===== src/rtl/inst_line_fetcher.sv =====
// Instruction-line fill engine: reads one aligned line from a synchronous-read RAM, one word per cycle.
// Latency: first word two cycles after accept; stalls re-drive the held word address so ram_douta stays put.
module inst_line_fetcher #(
  parameter int LINE_WORDS_LOG = 3,
  parameter int ADDR_W         = 12,
  parameter int DATA_W         = 32
) (
  input  logic                      clk,
  input  logic                      rst_n,
  input  logic                      req_valid,
  input  logic [31:0]               req_addr,
  output logic                      req_ready,
  output logic                      busy,
  output logic [ADDR_W-1:0]         ram_addra,
  output logic [3:0]                ram_wea,
  output logic [DATA_W-1:0]         ram_dina,
  input  logic [DATA_W-1:0]         ram_douta,
  output logic                      rsp_valid,
  input  logic                      rsp_ready,
  output logic [DATA_W-1:0]         rsp_data,
  output logic [LINE_WORDS_LOG-1:0] rsp_idx,
  output logic                      rsp_last
);

  localparam int LINE_W = ADDR_W - LINE_WORDS_LOG;

  typedef enum logic {IDLE, FETCH} state_t;

  state_t                    state_q, state_d;
  logic [LINE_W-1:0]         line_q, line_d;
  logic [LINE_WORDS_LOG:0]   issue_idx_q, issue_idx_d;
  logic                      pend_q, pend_d;
  logic [LINE_WORDS_LOG-1:0] rsp_idx_q, rsp_idx_d;

  logic stall;
  logic words_left;
  logic last_fire;
  logic unused_req_bits;

  // Base is kept as a line number; word address is {line, idx}, so there is never a carry.
  assign stall           = pend_q & ~rsp_ready;
  assign words_left      = ~issue_idx_q[LINE_WORDS_LOG];
  assign last_fire       = pend_q & rsp_ready & (&rsp_idx_q);
  assign unused_req_bits = ^{req_addr[31:ADDR_W+2], req_addr[LINE_WORDS_LOG+1:0]};

  always_ff @(posedge clk or negedge rst_n) begin
    if (!rst_n) begin
      state_q <= IDLE;
    end else begin
      state_q <= state_d;
    end
  end

  always_comb begin
    state_d = state_q;
    case (state_q)
      IDLE:    if (req_valid) state_d = FETCH;
      FETCH:   if (last_fire) state_d = IDLE;
      default: state_d = IDLE;
    endcase
  end

  always_comb begin
    line_d      = line_q;
    issue_idx_d = issue_idx_q;
    pend_d      = pend_q;
    rsp_idx_d   = rsp_idx_q;
    if (state_q == IDLE) begin
      issue_idx_d = '0;
      pend_d      = 1'b0;
      rsp_idx_d   = '0;
      if (req_valid) line_d = req_addr[ADDR_W+1:LINE_WORDS_LOG+2];
    end else if (!stall) begin
      if (words_left) begin
        issue_idx_d = issue_idx_q + 1'b1;
        pend_d      = 1'b1;
        rsp_idx_d   = issue_idx_q[LINE_WORDS_LOG-1:0];
      end else if (pend_q && rsp_ready) begin
        pend_d = 1'b0;
      end
    end
  end

  always_ff @(posedge clk or negedge rst_n) begin
    if (!rst_n) begin
      line_q      <= '0;
      issue_idx_q <= '0;
      pend_q      <= 1'b0;
      rsp_idx_q   <= '0;
    end else begin
      line_q      <= line_d;
      issue_idx_q <= issue_idx_d;
      pend_q      <= pend_d;
      rsp_idx_q   <= rsp_idx_d;
    end
  end

  always_comb begin
    req_ready = 1'b0;
    busy      = 1'b0;
    rsp_valid = 1'b0;
    ram_addra = '0;
    case (state_q)
      IDLE: begin
        req_ready = 1'b1;
      end
      FETCH: begin
        busy      = 1'b1;
        rsp_valid = pend_q;
        // Under stall the word on ram_douta is re-read so its data stays stable.
        if (!stall && words_left) ram_addra = {line_q, issue_idx_q[LINE_WORDS_LOG-1:0]};
        else                      ram_addra = {line_q, rsp_idx_q};
      end
      default: ;
    endcase
  end

  assign rsp_idx  = rsp_idx_q;
  assign rsp_last = rsp_valid & (&rsp_idx_q);
  assign rsp_data = ram_douta;
  assign ram_wea  = '0;
  assign ram_dina = '0;

  hold_under_stall: assert property (@(posedge clk) disable iff (!rst_n)
    (rsp_valid && !rsp_ready) |=> (rsp_valid && $stable(rsp_idx)));

endmodule


===== config.mk =====
export PLATFORM = sky130hd
export DESIGN_NAME = inst_line_fetcher
export DESIGN_NICKNAME = d
export VERILOG_FILES = /design/src/rtl/inst_line_fetcher.sv
export SDC_FILE = /design/constraint.sdc
export NUM_CORES = 1
export LEC_CHECK = 0
export ABC_AREA = 1
export ABC_CLOCK_PERIOD_IN_PS = 2730
export BUFFER_PORTS_ARGS = -buffer_cell sky130_fd_sc_hd__buf_4
export CAP_MARGIN = 20
export CORE_MARGIN = 2
export CORE_UTILIZATION = 37
export CTS_CLUSTER_SIZE = 25
export DETAILED_ROUTE_END_ITERATION = 6
export PLACE_DENSITY = 0.83
export SLEW_MARGIN = 20
export SYNTH_ARGS = -nofsm -noshare
export SYNTH_HDL_FRONTEND = slang
export SYNTH_SLANG_ARGS = --single-unit
export TNS_END_PERCENT = 10

===== constraint.sdc =====
create_clock -name clk -period 2.73 [get_ports clk]
set_input_delay 0.273 -clock clk [delete_from_list [all_inputs] [get_ports clk]]
set_output_delay 0.273 -clock clk [all_outputs]
set_load 0.02 [all_outputs]

* Yosys cells after proc, flatten, opt, wreduce, memory -nomap -nowiden
Cells that the tools add are included.
** Storage, ports and cells
- Register bits :: 18
- Input port bits :: 68
- Output and inout port bits :: 87
- Word-level logic and storage cells :: 42
** Operators by class
- Add/subtract/negate cells :: 1
- Equal/unequal tests :: 3
- Mux-type cells :: 18
- Bitwise gates (word level) :: 7
- Reductions and logical operators :: 7
** Operators with widths (count)
- $mux W12 :: 1
- $mux W3 :: 4
- $mux W4 :: 3
- $mux W1 :: 9
- $reduce_and A2 Y1 :: 3
- $add A4 B1 Y4 const B :: 1
- $and A1 B1 Y1 :: 4
- $ne A2 B2 Y1 const B :: 2
- $ne A3 B2 Y1 const B :: 1
- $not A1 Y1 :: 3
- $reduce_and A3 Y1 :: 1
- $logic_and A1 B1 Y1 :: 2
- $pmux W1 S2 :: 1
- $logic_not A1 Y1 :: 1

* Depth between registers and ports, before layout
Gate-level depths: netlist of run 1.
- Word-level depth :: 6
- Depth in mapped cells :: 7
- Mapped depth without buffers :: 7

* Worst setup path after synthesis of run 1
OpenSTA, ideal clock, no wires.
- Kind :: register -> output
- From :: register state_q
- To :: output port ram_addra[0]
- Arrival :: 1270 ps
- Slack :: 1187 ps
- Cell stages (with the launch flop) :: 5
- Path through :: dfrtp_1 > buf_6 > nand2_2 > nand2_4 > o21ai_0
** Between the ends
- Cells in the longest elaborated chain, start to end :: 1
** RTL lines
- start: declaration :: line 29 : state_t state_q, state_d;
- start signal: assignment :: line 50 : state_q <= state_d;
- $mux W12 :: line 103 : case (state_q)
- end: declaration :: line 14 : output logic [ADDR_W-1:0] ram_addra,
No other way between the ends.

* Worst setup path after layout of run 1
Ends and elaborated chain as after synthesis.

==> results.ini, run 1 <==
[status]
status = completed

[job]
maxCapViolations = 0

[sta]
hold_viol_final = 0
setup_tns_ns = 0
timing.final.crit_share = 0.687
slew_viol_final = 0
rsz0062_at_grt = no
fin_crit_ns = 1.88
fmax_mhz = 533
setup_viol = 0
timing.hold.ws_ns = 0.250
skew_ns = 0.00568

[setup_path]
crit_type = reg -> out
cp.depth = 6
cp.arrival_ns = 1.60
cp_max_fo = 11
crit_path_end_kind = primary output
worst_path_most_repeated_cell = buf_4
critPathMaxStageDelay_ns = 0.54
cp-start-kind = register
r2r_cells = 4
critical-path-top-delay-family = flip-flops
crit_chain = buf_4 > nand2_2 > nand2_4 > nand2_1 > o21ai_0 > buf_4
required_ns = 2.46
critical_path.n_buffers_inverters = 2
slowest_stage = dfrtp_1

[drt]
wl_um = 2230
vias_per_cell = 4.06
dr.pass1.iters = 4
ant_nets = 0
drt_iter0_markers = 15
vias = 951
wl_per_cell_um = 9.54
drc = 0

[place]
gp_congestion = 0.727
dp.final_hpwl_um = 1740
post_dp_cell_area_um2 = 1310
port_buffers = 31

[yosys]
synth-seq-area-share = 0.319
synth_top_area_share = 0.366
syn_area_um2 = 1410
synth_xor_area_frac = 0
netlist_instances = 186
synth_commonest_cells = 69 x buf_4, 51 x nand2_1, 18 x dfrtp_1
synth_mux_area_frac = 0
synthAdderAreaFrac = 0.00885
async_reset_ff_frac = 1.00
synth_edf_count = 0
ys_seq_elements = 18
yosys.area_share.simple = 0.217
ys.flop_type = dfrtp_1
yosys.area.top_type = buf_4
synth_top_family_by_area = buffers and inverters
synthDistinctLibCells = 16
ys.warnings.count = 0
synth_compound_area_frac = 0.0319
synth_most_common_cell = buf_4
avgSynthCellArea_um2 = 7.60
yosys-top-cells-area = buf_4 37%, dfrtp_1 32%, nand2_1 14%

[cells_and_area]
design_area_um2 = 1370
multiInputGateArea_um2 = 499
ff_latch_area_um2 = 450
n_antenna_cell = 0
nNetsFinal = 256
drive_above_1_share = 0.220
fillers = 385
syn2layout_area_growth_pct = -3.01

[die]
die_y_um = 65.8
rows = 22
die_w_um = 65.8
coreArea_um2 = 3660
io_pins = 155
die_area_um2 = 4330
initial_utilization = 0.386

[power_and_ir_drop]
power.net_switching_mw = 0.727
swShare = 0.464
finalPower_mw = 1.57
intPower_mw = 0.841
ir_worst_vdd_uv = 332
seq_power_share = 0.304
p_leak_nw = 0.833
power_frac_comb = 0.557
clkPwrFrac = 0.139
power_density_nw_per_um2 = 1140

[clocking]
clk_latency_ns = 0.25
cts_max_path_buffers = 2
root_buffer = clkbuf_8
cts_hold_buf = 1
cts_buffers = 3
cts_tree = done
cts.sink_count = 18
path_clk_slew_ns = 0.07
cts_setup_buffers = 0
cts.htree.levels = 1
ctsResizeCount = 0

[grt]
grt_start_max_net_pins = 19
grt_antenna_before_repair = 0
grt_pass1_vias = 839
grt_pass1_wl_um = 3370
gr-usage-all-layers = 0.102
grt_overflow_total = 0

[min_path]
holdPathStages = 3
hold_class = in -> reg

-- power groups by stage --
stage	clock network, mW	logic (mW)	registers, mW
6_report	0.218	0.873	0.477
5_1_grt	0.234	0.970	0.498
4_1_cts	0.222	0.890	0.478
3_5_place_dp	0	0.885	0.483
3_3_place_gp	0	0.865	0.480
2_1_floorplan	0	0.681	0.482
-- worst paths after layout --
kind	slack [ns]	endpoint	from
setup / recovery	0.85	ram_addra[0]	state_q
hold / removal	0.25	line_q[5]	req_addr[10]
max in group asynchronous	2.12	line_q[6]	rst_n
hold reg to reg	0.48	line_q[1]	line_q[1]
setup reg to reg	1.41	line_q[5]	state_q
min in group asynchronous	0.41	issue_idx_q[1]	rst_n
-- placed cells by master, fill, tap and decap left out --
cell type,count
nand2_1,51
conb_1,36
buf_4,32
dfrtp_1,18
inv_1,15
nand3_1,11
o21ai_0,7
clkbuf_8,4
nand2_2,3
nor2_1,2
o21ai_1,2
nand3_4,1
nand2_4,1
nor3_1,1
ha_1,1
dlygate4sd3_1,1
-- per-layer routing --
layer  up-vias  GRT usage  routed length (um)
met4         0     0.0885                  62
met5         -          0                   0
met2        51      0.178                1130
met1       429      0.110                 858
li1        463          -                   -
met3         8    0.00681                 183
-- tightest hold or removal path: stages --
cell and delay, ns:
buf_4 0.07, nand3_1 0.06, nand2_1 0.06
-- registers in the layout (all words and copies together) (netlist names) --
| register | cells |
|---|---|
| issue_idx_q | 4 |
| line_q | 9 |
| pend_q | 1 |
| state_q | 1 |
| rsp_idx | 3 |
-- cell families after synthesis --
kind of cell / count (synthesis)
other: 1
adder cells (fa/ha/maj): 1
buffers and inverters: 87
AND/OR/NAND/NOR: 70
flip-flops: 18
AO/OA/AOI/OAI: 9
-- layout make-up --
cell class | count | area share
multi-input cells | 116 | 0.364
flip-flops and latches | 18 | 0.328
repair buffers | 33 | 0.182
clock buffers | 4 | 0.0401
well taps | 48 | 0.0438
inverters | 15 | 0.0411
-- through the flow --
stage,util,instances,setup slack [ns]
6_report,0.375,234,0.855
5_1_grt,0.375,234,0.698
3_5_place_dp,0.357,229,1.11
2_1_floorplan,-,221,1.19
3_3_place_gp,0.357,229,1.14
4_1_cts,0.375,234,0.821
Note: power is estimated with default switching activity, not from simulation.
==> inputs of run 2 (changes only) <==
--- a/config.mk
+++ b/config.mk
@@ -6,14 +6,14 @@
 export NUM_CORES = 1
 export LEC_CHECK = 0
 export ABC_AREA = 1
-export ABC_CLOCK_PERIOD_IN_PS = 2730
+export ABC_CLOCK_PERIOD_IN_PS = 1900
 export BUFFER_PORTS_ARGS = -buffer_cell sky130_fd_sc_hd__buf_4
 export CAP_MARGIN = 20
 export CORE_MARGIN = 2
-export CORE_UTILIZATION = 37
+export CORE_UTILIZATION = 35
 export CTS_CLUSTER_SIZE = 25
 export DETAILED_ROUTE_END_ITERATION = 6
-export PLACE_DENSITY = 0.83
+export PLACE_DENSITY = 0.79
 export SLEW_MARGIN = 20
 export SYNTH_ARGS = -nofsm -noshare
 export SYNTH_HDL_FRONTEND = slang
==> constraint.sdc (replaced) <==
create_clock -name clk -period 1.9 [get_ports clk]
set_input_delay 0.19 -clock clk [delete_from_list [all_inputs] [get_ports clk]]
set_output_delay 0.19 -clock clk [all_outputs]
set_load 0.02 [all_outputs]
==> results.ini, run 2 (same netlist as run 1, synthesis figures left out) <==
[status]
status = completed

[clocking]
cts_tree = done
cts.htree.levels = 1
clk_latency_ns = 0.25
cts.sink_count = 18
cts_buffers = 3
root_buffer = clkbuf_8
cts_setup_buffers = 0
cts_hold_buf = 1
ctsResizeCount = 0
cts_max_path_buffers = 2
path_clk_slew_ns = 0.07

[cells_and_area]
ff_latch_area_um2 = 450
regMostFlops = line_q
design_area_um2 = 1370
drive_above_1_share = 0.220
fillers = 417
nNetsFinal = 256
largest_reg_flops = 9
syn2layout_area_growth_pct = -2.83
final_cell_mix = 51 x nand2_1, 36 x conb_1, 32 x buf_4
multiInputGateArea_um2 = 499
final_common_cell = nand2_1
n_antenna_cell = 0

[power_and_ir_drop]
seq_power_share = 0.310
clkPwrFrac = 0.136
swShare = 0.466
ir_worst_vdd_uv = 485
power_frac_comb = 0.554
intPower_mw = 1.21
p_leak_nw = 0.833
power.net_switching_mw = 1.05
power_density_nw_per_um2 = 1650

[sta]
slew_viol_final = 0
setup_viol = 0
fmax_mhz = 611
hold_viol_final = 0
setup_tns_ns = 0
skew_ns = 0.00341
timing.final.crit_share = 0.861
rsz0062_at_grt = no
fin_crit_ns = 1.64

[grt]
grt_overflow_total = 0
grt_antenna_before_repair = 0
grt_pass1_vias = 823
grt_pass1_wl_um = 3480
gr-usage-all-layers = 0.100
grt_start_max_net_pins = 19

[setup_path]
slowest_stage = dfrtp_1
reg2reg_slack_ns = 0.49
crit_chain = nand2_2 > nand2_4 > nand2_1 > o21ai_0 > buf_4
cp.arrival_ns = 1.45
critPathMaxStageDelay_ns = 0.62
crit_type = reg -> out
cp-start-kind = register
required_ns = 1.71
crit_path_end_kind = primary output
cp_max_fo = 13

[drt]
drt_iter0_markers = 23
dr.pass1.iters = 4
vias = 948
wl_per_cell_um = 9.71
drc = 0
ant_nets = 0
vias_per_cell = 4.02
wl_um = 2290

[place]
gp_congestion = 0.727
post_dp_cell_area_um2 = 1310
dp.final_hpwl_um = 1740
port_buffers = 31

[die]
initial_utilization = 0.359
coreArea_um2 = 3940
io_pins = 155
die_area_um2 = 4560
die_w_um = 67.6
die_y_um = 67.6
rows = 23

[job]
maxCapViolations = 0

[min_path]
hold_class = in -> reg

[run 2: path summary, 6_finish.rpt]
kind                                   from            to  cells after the start
max in group asynchronous             rst_n     line_q[6]                      2
worst min-delay path            req_addr[8]     line_q[3]                      3
min in group asynchronous             rst_n    rsp_idx[1]                      2
worst max register to register      state_q     line_q[7]                      4
worst min register to register    line_q[3]     line_q[3]                      2
worst max-delay path                state_q  ram_addra[0]                      5
[run 2: per-layer routing]
layer / GRT usage / vias up / share of wire
met5: 0 / - / 0
li1: - / 460 / -
met2: 0.181 / 42 / 0.56
met1: 0.104 / 438 / 0.35
met4: 0.0740 / 0 / 0.017
met3: 0.0150 / 8 / 0.070
[run 2: through the flow]
stage	std cells	hold slack, ns	power, mW	utilization	worst slack (ns)
3_5_place_dp	231	0.0701	1.97	0.332	0.486
6_report	236	0.170	2.26	0.348	0.263
4_1_cts	236	0.168	2.29	0.348	0.246
5_1_grt	236	0.171	2.44	0.348	0.145
3_3_place_gp	231	0.0688	1.93	0.332	0.497
2_1_floorplan	221	-0.106	1.67	-	0.440
[run 2: cell type report]
class,instances,area share
well taps,50,0.0455
flip-flops and latches,18,0.328
inverters,15,0.0410
multi-input cells,116,0.363
repair buffers,33,0.182
clock buffers,4,0.0401
[run 2: power by group through the flow]
stage                     Sequential (mW)  Combinational [mW]  Clock, mW
after global routing                0.727                1.39      0.329
after global placement              0.699                1.23          0
after CTS                           0.700                1.27      0.316
final                               0.701                1.25      0.307
after floorplan                     0.693               0.978          0
after detailed placement            0.709                1.26          0
[run 2: critical path: cells and delay by family, from the launching register on]
kind / cells / cell delay [ns]
buffers and inverters: 1 / 0.16
flip-flops: 1 / 0.62
AND/OR/NAND/NOR: 3 / 0.35
AO/OA/AOI/OAI: 1 / 0.07
